**src/rtl/debug_sequencer.sv**
```systemverilog
// UART-driven debug sequencer for the MIPS pipeline: loads instruction memory,
// runs or single-steps the pipeline, then streams the PC and register file to the host.
//
// state     | meaning
// IDLE      | wait for a command byte
// LOAD_CNT  | receive word count N (0 means 256)
// LOAD_DATA | assemble words LSB first, write to imem, flush pipeline when done
// RUN       | pipeline enabled until halt
// STEP      | pipeline enabled for one cycle
// DUMP_TX   | wait for transmitter idle, launch next byte
// DUMP_GAP  | one-cycle spacing between bytes
module debug_sequencer #(
  parameter int NBITS     = 32,
  parameter int IMEM_ADDR = 8,
  parameter int REG_ADDR  = 5
) (
  input  logic                 i_clk,
  input  logic                 i_rst_n,
  input  logic                 i_rx_valid,
  input  logic [7:0]           i_rx_data,
  input  logic                 i_tx_busy,
  output logic                 o_tx_start,
  output logic [7:0]           o_tx_data,
  input  logic                 i_halt,
  input  logic [NBITS-1:0]     i_pc,
  input  logic [NBITS-1:0]     i_reg_data,
  output logic [REG_ADDR-1:0]  o_reg_addr,
  output logic                 o_pipe_en,
  output logic                 o_pipe_rst,
  output logic                 o_imem_we,
  output logic [IMEM_ADDR-1:0] o_imem_addr,
  output logic [NBITS-1:0]     o_imem_data
);

  localparam int NB         = NBITS / 8;
  localparam int BI_W       = (NB > 1) ? $clog2(NB) : 1;
  localparam int NREGS      = 1 << REG_ADDR;
  localparam int WD_W       = REG_ADDR + 1;
  localparam int IMEM_DEPTH = 1 << IMEM_ADDR;
  localparam logic [BI_W-1:0] LAST_BYTE = BI_W'(NB - 1);
  // Dump word 0 is the PC, words 1..NREGS are registers; NREGS+1 marks completion.
  localparam logic [WD_W-1:0] DUMP_END  = WD_W'(NREGS + 1);

  typedef enum logic [2:0] {
    IDLE, LOAD_CNT, LOAD_DATA, RUN, STEP, DUMP_TX, DUMP_GAP
  } state_t;

  state_t               state_q, state_d;
  logic [8:0]           cnt_q, cnt_d;
  logic [8:0]           widx_q, widx_d;
  logic [BI_W-1:0]      lbyte_q, lbyte_d;
  logic [NBITS-1:0]     asm_q, asm_d;
  logic                 we_q, we_d;
  logic [IMEM_ADDR-1:0] waddr_q, waddr_d;
  logic [NBITS-1:0]     wdata_q, wdata_d;
  logic                 prst_q, prst_d;
  logic [WD_W-1:0]      dword_q, dword_d;
  logic [BI_W-1:0]      dbyte_q, dbyte_d;
  logic [NBITS-1:0]     sh_q, sh_d;
  logic                 start_q, start_d;
  logic [7:0]           txd_q, txd_d;
  logic [REG_ADDR-1:0]  raddr_q, raddr_d;

  logic [NBITS-1:0] word_nxt;
  logic [NBITS-1:0] out_word;

  always_ff @(posedge i_clk or negedge i_rst_n) begin
    if (!i_rst_n) begin
      state_q <= IDLE;
      cnt_q   <= '0;
      widx_q  <= '0;
      lbyte_q <= '0;
      asm_q   <= '0;
      we_q    <= 1'b0;
      waddr_q <= '0;
      wdata_q <= '0;
      prst_q  <= 1'b0;
      dword_q <= '0;
      dbyte_q <= '0;
      sh_q    <= '0;
      start_q <= 1'b0;
      txd_q   <= '0;
      raddr_q <= '0;
    end else begin
      state_q <= state_d;
      cnt_q   <= cnt_d;
      widx_q  <= widx_d;
      lbyte_q <= lbyte_d;
      asm_q   <= asm_d;
      we_q    <= we_d;
      waddr_q <= waddr_d;
      wdata_q <= wdata_d;
      prst_q  <= prst_d;
      dword_q <= dword_d;
      dbyte_q <= dbyte_d;
      sh_q    <= sh_d;
      start_q <= start_d;
      txd_q   <= txd_d;
      raddr_q <= raddr_d;
    end
  end

  always_comb begin
    state_d  = state_q;
    cnt_d    = cnt_q;
    widx_d   = widx_q;
    lbyte_d  = lbyte_q;
    asm_d    = asm_q;
    we_d     = 1'b0;
    waddr_d  = waddr_q;
    wdata_d  = wdata_q;
    prst_d   = 1'b0;
    dword_d  = dword_q;
    dbyte_d  = dbyte_q;
    sh_d     = sh_q;
    start_d  = 1'b0;
    txd_d    = txd_q;
    raddr_d  = raddr_q;
    word_nxt = (asm_q >> 8) | (NBITS'(i_rx_data) << (NBITS - 8));
    out_word = '0;

    case (state_q)
      IDLE: begin
        if (i_rx_valid) begin
          case (i_rx_data)
            8'h4C:   state_d = LOAD_CNT;
            8'h52:   state_d = RUN;
            8'h53:   state_d = STEP;
            8'h44:   state_d = DUMP_TX;
            default: state_d = IDLE;
          endcase
        end
      end
      LOAD_CNT: begin
        if (i_rx_valid) begin
          cnt_d   = (i_rx_data == 8'h00) ? 9'd256 : {1'b0, i_rx_data};
          widx_d  = '0;
          lbyte_d = '0;
          asm_d   = '0;
          state_d = LOAD_DATA;
        end
      end
      LOAD_DATA: begin
        if (widx_q == cnt_q) begin
          prst_d  = 1'b1;
          state_d = IDLE;
        end else if (i_rx_valid) begin
          asm_d = word_nxt;
          if (lbyte_q == LAST_BYTE) begin
            lbyte_d = '0;
            widx_d  = widx_q + 9'd1;
            // Words beyond the memory depth are consumed but never written.
            if (int'(widx_q) < IMEM_DEPTH) begin
              we_d    = 1'b1;
              waddr_d = IMEM_ADDR'(widx_q);
              wdata_d = word_nxt;
            end
          end else begin
            lbyte_d = lbyte_q + 1'b1;
          end
        end
      end
      RUN: begin
        if (i_halt) state_d = DUMP_TX;
      end
      STEP: begin
        state_d = DUMP_TX;
      end
      DUMP_TX: begin
        if (!i_tx_busy) begin
          out_word = (dbyte_q == '0) ? ((dword_q == '0) ? i_pc : i_reg_data) : sh_q;
          txd_d    = out_word[7:0];
          sh_d     = out_word >> 8;
          start_d  = 1'b1;
          state_d  = DUMP_GAP;
          if (dbyte_q == LAST_BYTE) begin
            dbyte_d = '0;
            dword_d = dword_q + 1'b1;
            if (dword_q != '0) raddr_d = raddr_q + 1'b1;
          end else begin
            dbyte_d = dbyte_q + 1'b1;
          end
        end
      end
      DUMP_GAP: begin
        if (dword_q == DUMP_END) begin
          dword_d = '0;
          raddr_d = '0;
          state_d = IDLE;
        end else begin
          state_d = DUMP_TX;
        end
      end
      default: state_d = IDLE;
    endcase
  end

  // Combinational so the pipeline stops in the very cycle halt is seen.
  assign o_pipe_en   = (state_q == STEP) || ((state_q == RUN) && !i_halt);
  assign o_pipe_rst  = prst_q;
  assign o_imem_we   = we_q;
  assign o_imem_addr = waddr_q;
  assign o_imem_data = wdata_q;
  assign o_tx_start  = start_q;
  assign o_tx_data   = txd_q;
  assign o_reg_addr  = raddr_q;

endmodule

```
**config.mk**
```make
export PLATFORM = sky130hd
export DESIGN_NAME = debug_sequencer
export DESIGN_NICKNAME = d
export VERILOG_FILES = /design/src/rtl/debug_sequencer.sv
export SDC_FILE = /design/constraint.sdc
export NUM_CORES = 1
export LEC_CHECK = 0
export CAP_MARGIN = 20
export CORE_ASPECT_RATIO = 0.6
export CORE_MARGIN = 3
export CORE_UTILIZATION = 45
export CTS_CLUSTER_SIZE = 10
export DETAILED_ROUTE_END_ITERATION = 7
export PLACE_DENSITY = 0.76
export SETUP_SLACK_MARGIN = 0.5
export SYNTH_ARGS = -nofsm -noshare
export SYNTH_HDL_FRONTEND = slang
export SYNTH_SLANG_ARGS = --single-unit
```
**constraint.sdc**
```tcl
create_clock -name i_clk -period 2.31 [get_ports i_clk]
set_clock_uncertainty 0.1 [all_clocks]
set_input_delay 0.3465 -clock i_clk [delete_from_list [all_inputs] [get_ports i_clk]]
set_output_delay 0.3465 -clock i_clk [all_outputs]
set_load 0.05 [all_outputs]
```
-- Word level (Yosys, flattened, before mapping)
Cells that the tools add are included.
- input port bits: 77
- register bits after elaboration: 143
- logic and storage cells: 111
- output and inout bits: 57
- add/sub/neg operators: 5
- $lt $le $gt $ge: 1
- reductions and logical operators: 18
- bitwise gates (word level): 3
- equal/unequal tests: 25
- multiplexer cells: 44
- operators with widths (kind ; number):
    $mux W32 ; 5
    $pmux W32 S2 ; 1
    $mux W9 ; 5
    $eq A8 B7 Y1 const B ; 4
    $or A24 B32 Y32 ; 1
    $ne A2 B2 Y1 const B ; 11
    $pmux W3 S7 ; 1
    $mux W5 ; 4
    $reduce_and A5 Y1 ; 4
    $mux W3 ; 6
    $mux W6 ; 3
    $pmux W9 S2 ; 1
    $pmux W3 S4 ; 1
    $pmux W6 S2 ; 1
    $mux W2 ; 5
    $pmux W5 S2 ; 1
    $add A9 B1 Y9 const B ; 1
    $eq A3 B3 Y1 const B ; 3
    $eq A9 B9 Y1 ; 1
    $lt A9 B9 Y1 const B ; 1
    $mux W1 ; 9
    $logic_not A8 Y1 ; 1
    $reduce_and A4 Y1 ; 2
    $add A6 B1 Y6 const B ; 1
    other kinds (17) ; 23

-- Longest topological paths before layout
- depth in word-level cells: 6
- gate-level depth with buffers: 8
- depth with buffers taken out: 7

-- Worst setup path before layout
OpenSTA, ideal clock, no wires.
- kind: register to output
- from: register state_q[1]
- to: output port o_pipe_en
- required time: 1.864 ns
- path buffers: 1
- slack: -0.095 ns
- stages on the path, launching flop included: 4
- arrival: 1.958 ns
- cell sequence: dfrtp_1 > clkbuf_1 > nand2_1 > o32ai_1
- longest elaborated chain between the ends: 3
- elaborated cells between the ends (all ways): 4
- classes of those cells: 2 x eq/ne; 2 x reduce/logical
- RTL lines (item ; RTL line ; source):
    from (decl) ; 48 ; state_t state_q, state_d;
    from (signal assigned) ; 85 ; state_q <= state_d;
    $eq A3 B2 Y1 ; 199 ; assign o_pipe_en = (state_q == STEP) || ((state_q == RUN) && !i_halt);
    $logic_and A1 B1 Y1 ; 199 ;
    $logic_or A1 B1 Y1 (*) ; 199 ;
    to (decl) ; 28 ; output logic o_pipe_en,
Mark *: on every way between the ends. The rest lies on a longest branch, timed or not.

-- Worst setup path after layout
- from: register widx_q[6]
- to: register wdata_q[30], in the netlist o_imem_data[30]
- longest elaborated chain between the ends: 3
- elaborated cells between the ends (all ways): 4
- classes of those cells: 1 x order compare; 1 x eq/ne; 1 x bitwise; 1 x reduce/logical
- RTL lines (item ; RTL line ; source):
    from (decl) ; 50 ; logic [8:0] widx_q, widx_d;
    from (signal assigned) ; 87 ; widx_q <= widx_d;
    parallel branches: the longest is 2 deep, another holds $lt A9 B9 Y1 ; -- ;
    $reduce_and A5 Y1 (no line) (*) ; -- ;
    to (signal assigned) ; 92 ; wdata_q <= wdata_d;
    to (decl) ; 55 ; logic [NBITS-1:0] wdata_q, wdata_d;
Every way passes the cells marked *.
A chain may end at the register's enable or synchronous reset.

==> implementation parameters <==
Parameter                              Value

Logic synthesis
  Most frequently used cell type in the post-synthesis netlist    dfrtp_1
  FFs w/ async S/R, synth    100%
  Synth Area in Simple Gates    8.88%
  Synth Flop Type    dfrtp_1
  Unique masters post-synth    49
  Area fraction of the dominant cell type after synthesis    52.7%
  Multiplexer fraction of the synthesized cell area    16.5%
  Top post-synthesis cells by area    dfrtp_1, mux2_4, mux2i_1
  Library cell with the largest summed area after synthesis    dfrtp_1
  Main combinational cell family by area after synthesis    multiplexers
  Gate count after technology mapping    538
  Area share of xor/xnor cells in the synthesized design    1.78%
  Adder and majority cell fraction of the synthesized area    1.56%
  Cell area after technology mapping    0.00641 mm²
  Portion of the post-synthesis area used by sequential elements    52.7%
  Count of state elements after synthesis    135
  Net count of the mapped netlist    623
  Yosys warning count    0
  Synth Area in Compound Gates    14.9%
  Mean Syn Cell Area    11.9 µm²
  Cell types with the highest counts after synthesis    dfrtp_1, mux2_4, nor2_1
  Number of enable flip-flop cells after synthesis    0

Layout
  Number of fillers in the final layout    876
  Final core area utilization    73.2%
  Area grow syn2layout    57.4%
  # diodes    0
  Fraction of final layout cells with drive strength greater than 1    36.2%
  Fin cells    957
  Number of nets in the layout    837
  Post-route design area    0.0101 mm²

Placement
  Hpwl dp    10700 µm
  Final estimated routing congestion in global placement    0.868
  Count of input and output buffers    133
  DP Area    0.00813 mm²
  Number of placed cells counting well taps    857

Detailed routing
  Final Routed Wirelength    20400 µm
  Post-detailed-route wirelength per cell    21.3 µm
  Via-per-instance ratio    5.71
  Number of search-and-repair iterations in the first detailed-routing pass    6
  Final routed DRC violation total    0
  Count of nets left with antenna violations after detail routing    0
  Routed vias    5464
  DRC marker count from the first detailed-route iteration    352

Worst setup path
  WS Path Type    flip-flop to flip-flop
  Type of element capturing the critical path    flip-flop
  Startpoint types    flip-flop
  Biggest fanout along the worst timing path    8
  Arrival time reported for the critical path endpoint    2.39 ns
  Required time worst endpoint    2.51 ns

Timing
  Final min period    2.19 ns
  Least-Margin Pin Slew    0.518 ns
  Hold violation total from the final report    0
  Max Slew Vio Count    0
  Final hold slack    0.301 ns
  Remaining max-slew budget at the tightest pin    65.1%
  Share of the clock period used by the worst path    94.8%
  Number of failing setup endpoints in the final timing report    0
  Unrepaired setup endpoints after global routing    yes
  Max Clk Rate    457 MHz

GRT
  Overall Global Routing Usage    22.1%
  First-pass GRT wire length    27700 µm
  Overflow left after global routing    0
  Maximum number of pins on one net before global-route repair    57
  Initial antenna violation count    1
  Via count of the first global-routing pass    5135

Status
  Outcome    finished, final reports clean

Power and ir drop
  Leakage    0.00505 µW
  Worst IR Drop VDD    0.000773 V
  Power Density    1060 mW/mm²

Die
  Row count    33
  I/O pin total    134
  Floorplan die height    98.5 µm
  Area of the die    0.0158 mm²
  Die X-Extent    160 µm
  Starting Density    46.5%
  Core Area    0.0138 mm²

CTS
  TritonCTS clock tree    done
  Clock-pin transition on the worst setup and hold timing paths    0.06 ns
  CTS Root Cell    clkbuf_16
  Number of H-tree levels    4
  Clock latency of the later-clocked register in the worst-skew pair    0.41 ns
  Maximum clock insertion buffer count    2
  # clock sinks    135
  CTS Buf Count    17

Hold path
  Hold Path Class    primary input to async pin

Job
  Reported max-cap violation count    0
area by class of cell:
| cell class | instances | area [µm²] | share of cell area (%) |
|---|---|---|---|
| clock buffer | 19 | 443 | 4.39 |
| clock inverter | 13 | 218 | 2.16 |
| inverter | 15 | 58.8 | 0.583 |
| multi-input combinational | 356 | 3310 | 32.8 |
| sequential | 135 | 3380 | 33.5 |
| tap | 192 | 240 | 2.38 |
| timing repair buffer | 227 | 2440 | 24.2 |
layout by cell type, fill, tap and decap left out, types with 5 or more instances in the layout:
| cell | synthesis | layout |
|---|---|---|
| clkdlybuf4s15_1 | 0 | 15 |
| nand2_1 | 30 | 23 |
| and3_1 | 5 | 5 |
| buf_16 | 0 | 5 |
| inv_1 | 15 | 12 |
| nand3_1 | 12 | 8 |
| nor2_1 | 36 | 35 |
| mux2i_2 | 0 | 16 |
| bufinv_16 | 0 | 5 |
| mux2i_1 | 35 | 19 |
| buf_6 | 6 | 16 |
| clkbuf_16 | 0 | 25 |
| mux2_2 | 11 | 10 |
| clkdlybuf4s50_1 | 0 | 75 |
| o21ai_1 | 2 | 11 |
| mux2_4 | 39 | 40 |
| buf_4 | 0 | 49 |
| clkbuf_2 | 1 | 7 |
| a21o_1 | 25 | 25 |
| nor3_1 | 7 | 5 |
| xnor2_1 | 11 | 7 |
| a211oi_2 | 0 | 23 |
| buf_12 | 0 | 13 |
| dlygate4sd2_1 | 0 | 34 |
| a22o_1 | 25 | 25 |
| a31oi_1 | 6 | 5 |
| o21ai_0 | 26 | 12 |
| ha_1 | 8 | 6 |
| dfrtp_1 | 135 | 133 |
kinds of logic (layout without fill, tap and decap cells):
family                     count (synthesis)  count (layout)
AOI/OAI and AO/OA                        131             131
xor gates and xnor gates                  13              13
adders and majority gates                  8               8
buffers and inverters                     48             274
DFF                                      135             135
muxes                                     85              85
and+or+nand+nor                          118             119
per-stage QoR:
stage / total power, µW / setup TNS (ns) / setup WS (ns)
floorplan: 5740 / 0 / 0.307
global placement: 6870 / 0 / 0.00795
detailed placement: 6970 / -0.563 / -0.0294
CTS: 10100 / 0 / 0.223
global route: 11100 / 0 / 0.0307
finish: 10700 / 0 / 0.120
critical path, stage by stage (launching register included):
cell and delay (ns):
dfrtp_1 0.42, xnor2_1 0.22, nand4_1 0.21, o31ai_2 0.31, or3_4 0.21, buf_8 0.14
buf_16 0.15, mux2_4 0.30
layer usage:
| layer | part of all wire (%) | global-route usage (%) | vias up |
|---|---|---|---|
| met3 | 7.6 | 5.92 | 37 |
| met1 | 46 | 33.4 | 2803 |
| li1 | - | - | 2392 |
| met4 | 1.7 | 4.93 | 2 |
| met2 | 45 | 31.9 | 230 |
| met5 | 0.034 | 0 | - |
worst paths after layout:
kind	start	end	slack, ns	cells after the start
min in group i_clk	o_tx_data[1]$_DFFE_PN0P_	o_tx_data[1]$_DFFE_PN0P_	0.37	1
max	widx_q[6]$_DFFE_PN0P_	o_imem_data[30]$_DFFE_PN0P_	0.12	7
min	i_rst_n	o_reg_addr[4]$_DFFE_PN0P_	0.30	2
max in group asynchronous	i_rst_n	sh_q[4]$_DFFE_PN0P_	1.21	3
min reg2reg	o_tx_data[1]$_DFFE_PN0P_	o_tx_data[1]$_DFFE_PN0P_	0.37	1
max reg2reg	widx_q[6]$_DFFE_PN0P_	o_imem_data[30]$_DFFE_PN0P_	0.12	7
sequential cells by signal (all words and copies together) (netlist names):
name	count
o_imem_data	32
asm_q	24
sh_q	24
cnt_q	9
widx_q	9
o_imem_addr	8
o_tx_data	8
dword_q	6
o_reg_addr	5
state_q	3
dbyte_q	2
lbyte_q	2
o_imem_we	1
o_pipe_rst	1
o_tx_start	1
where the power goes:
group	internal [µW]	leakage, µW	switching [µW]
Sequential	2990	0.00179	543
Clock	1960	0.000314	1100
Combinational	1790	0.00295	2270
repair_timing:
item,CTS,global route
resized for setup,106,124
endpoints found under the setup margin,163,152
buffers inserted,21,27
pin swaps,17,61
cloned,5,14
hold buffers,1,0
hold endpoints to repair,34,0
Power figures use the tool's default switching activity.
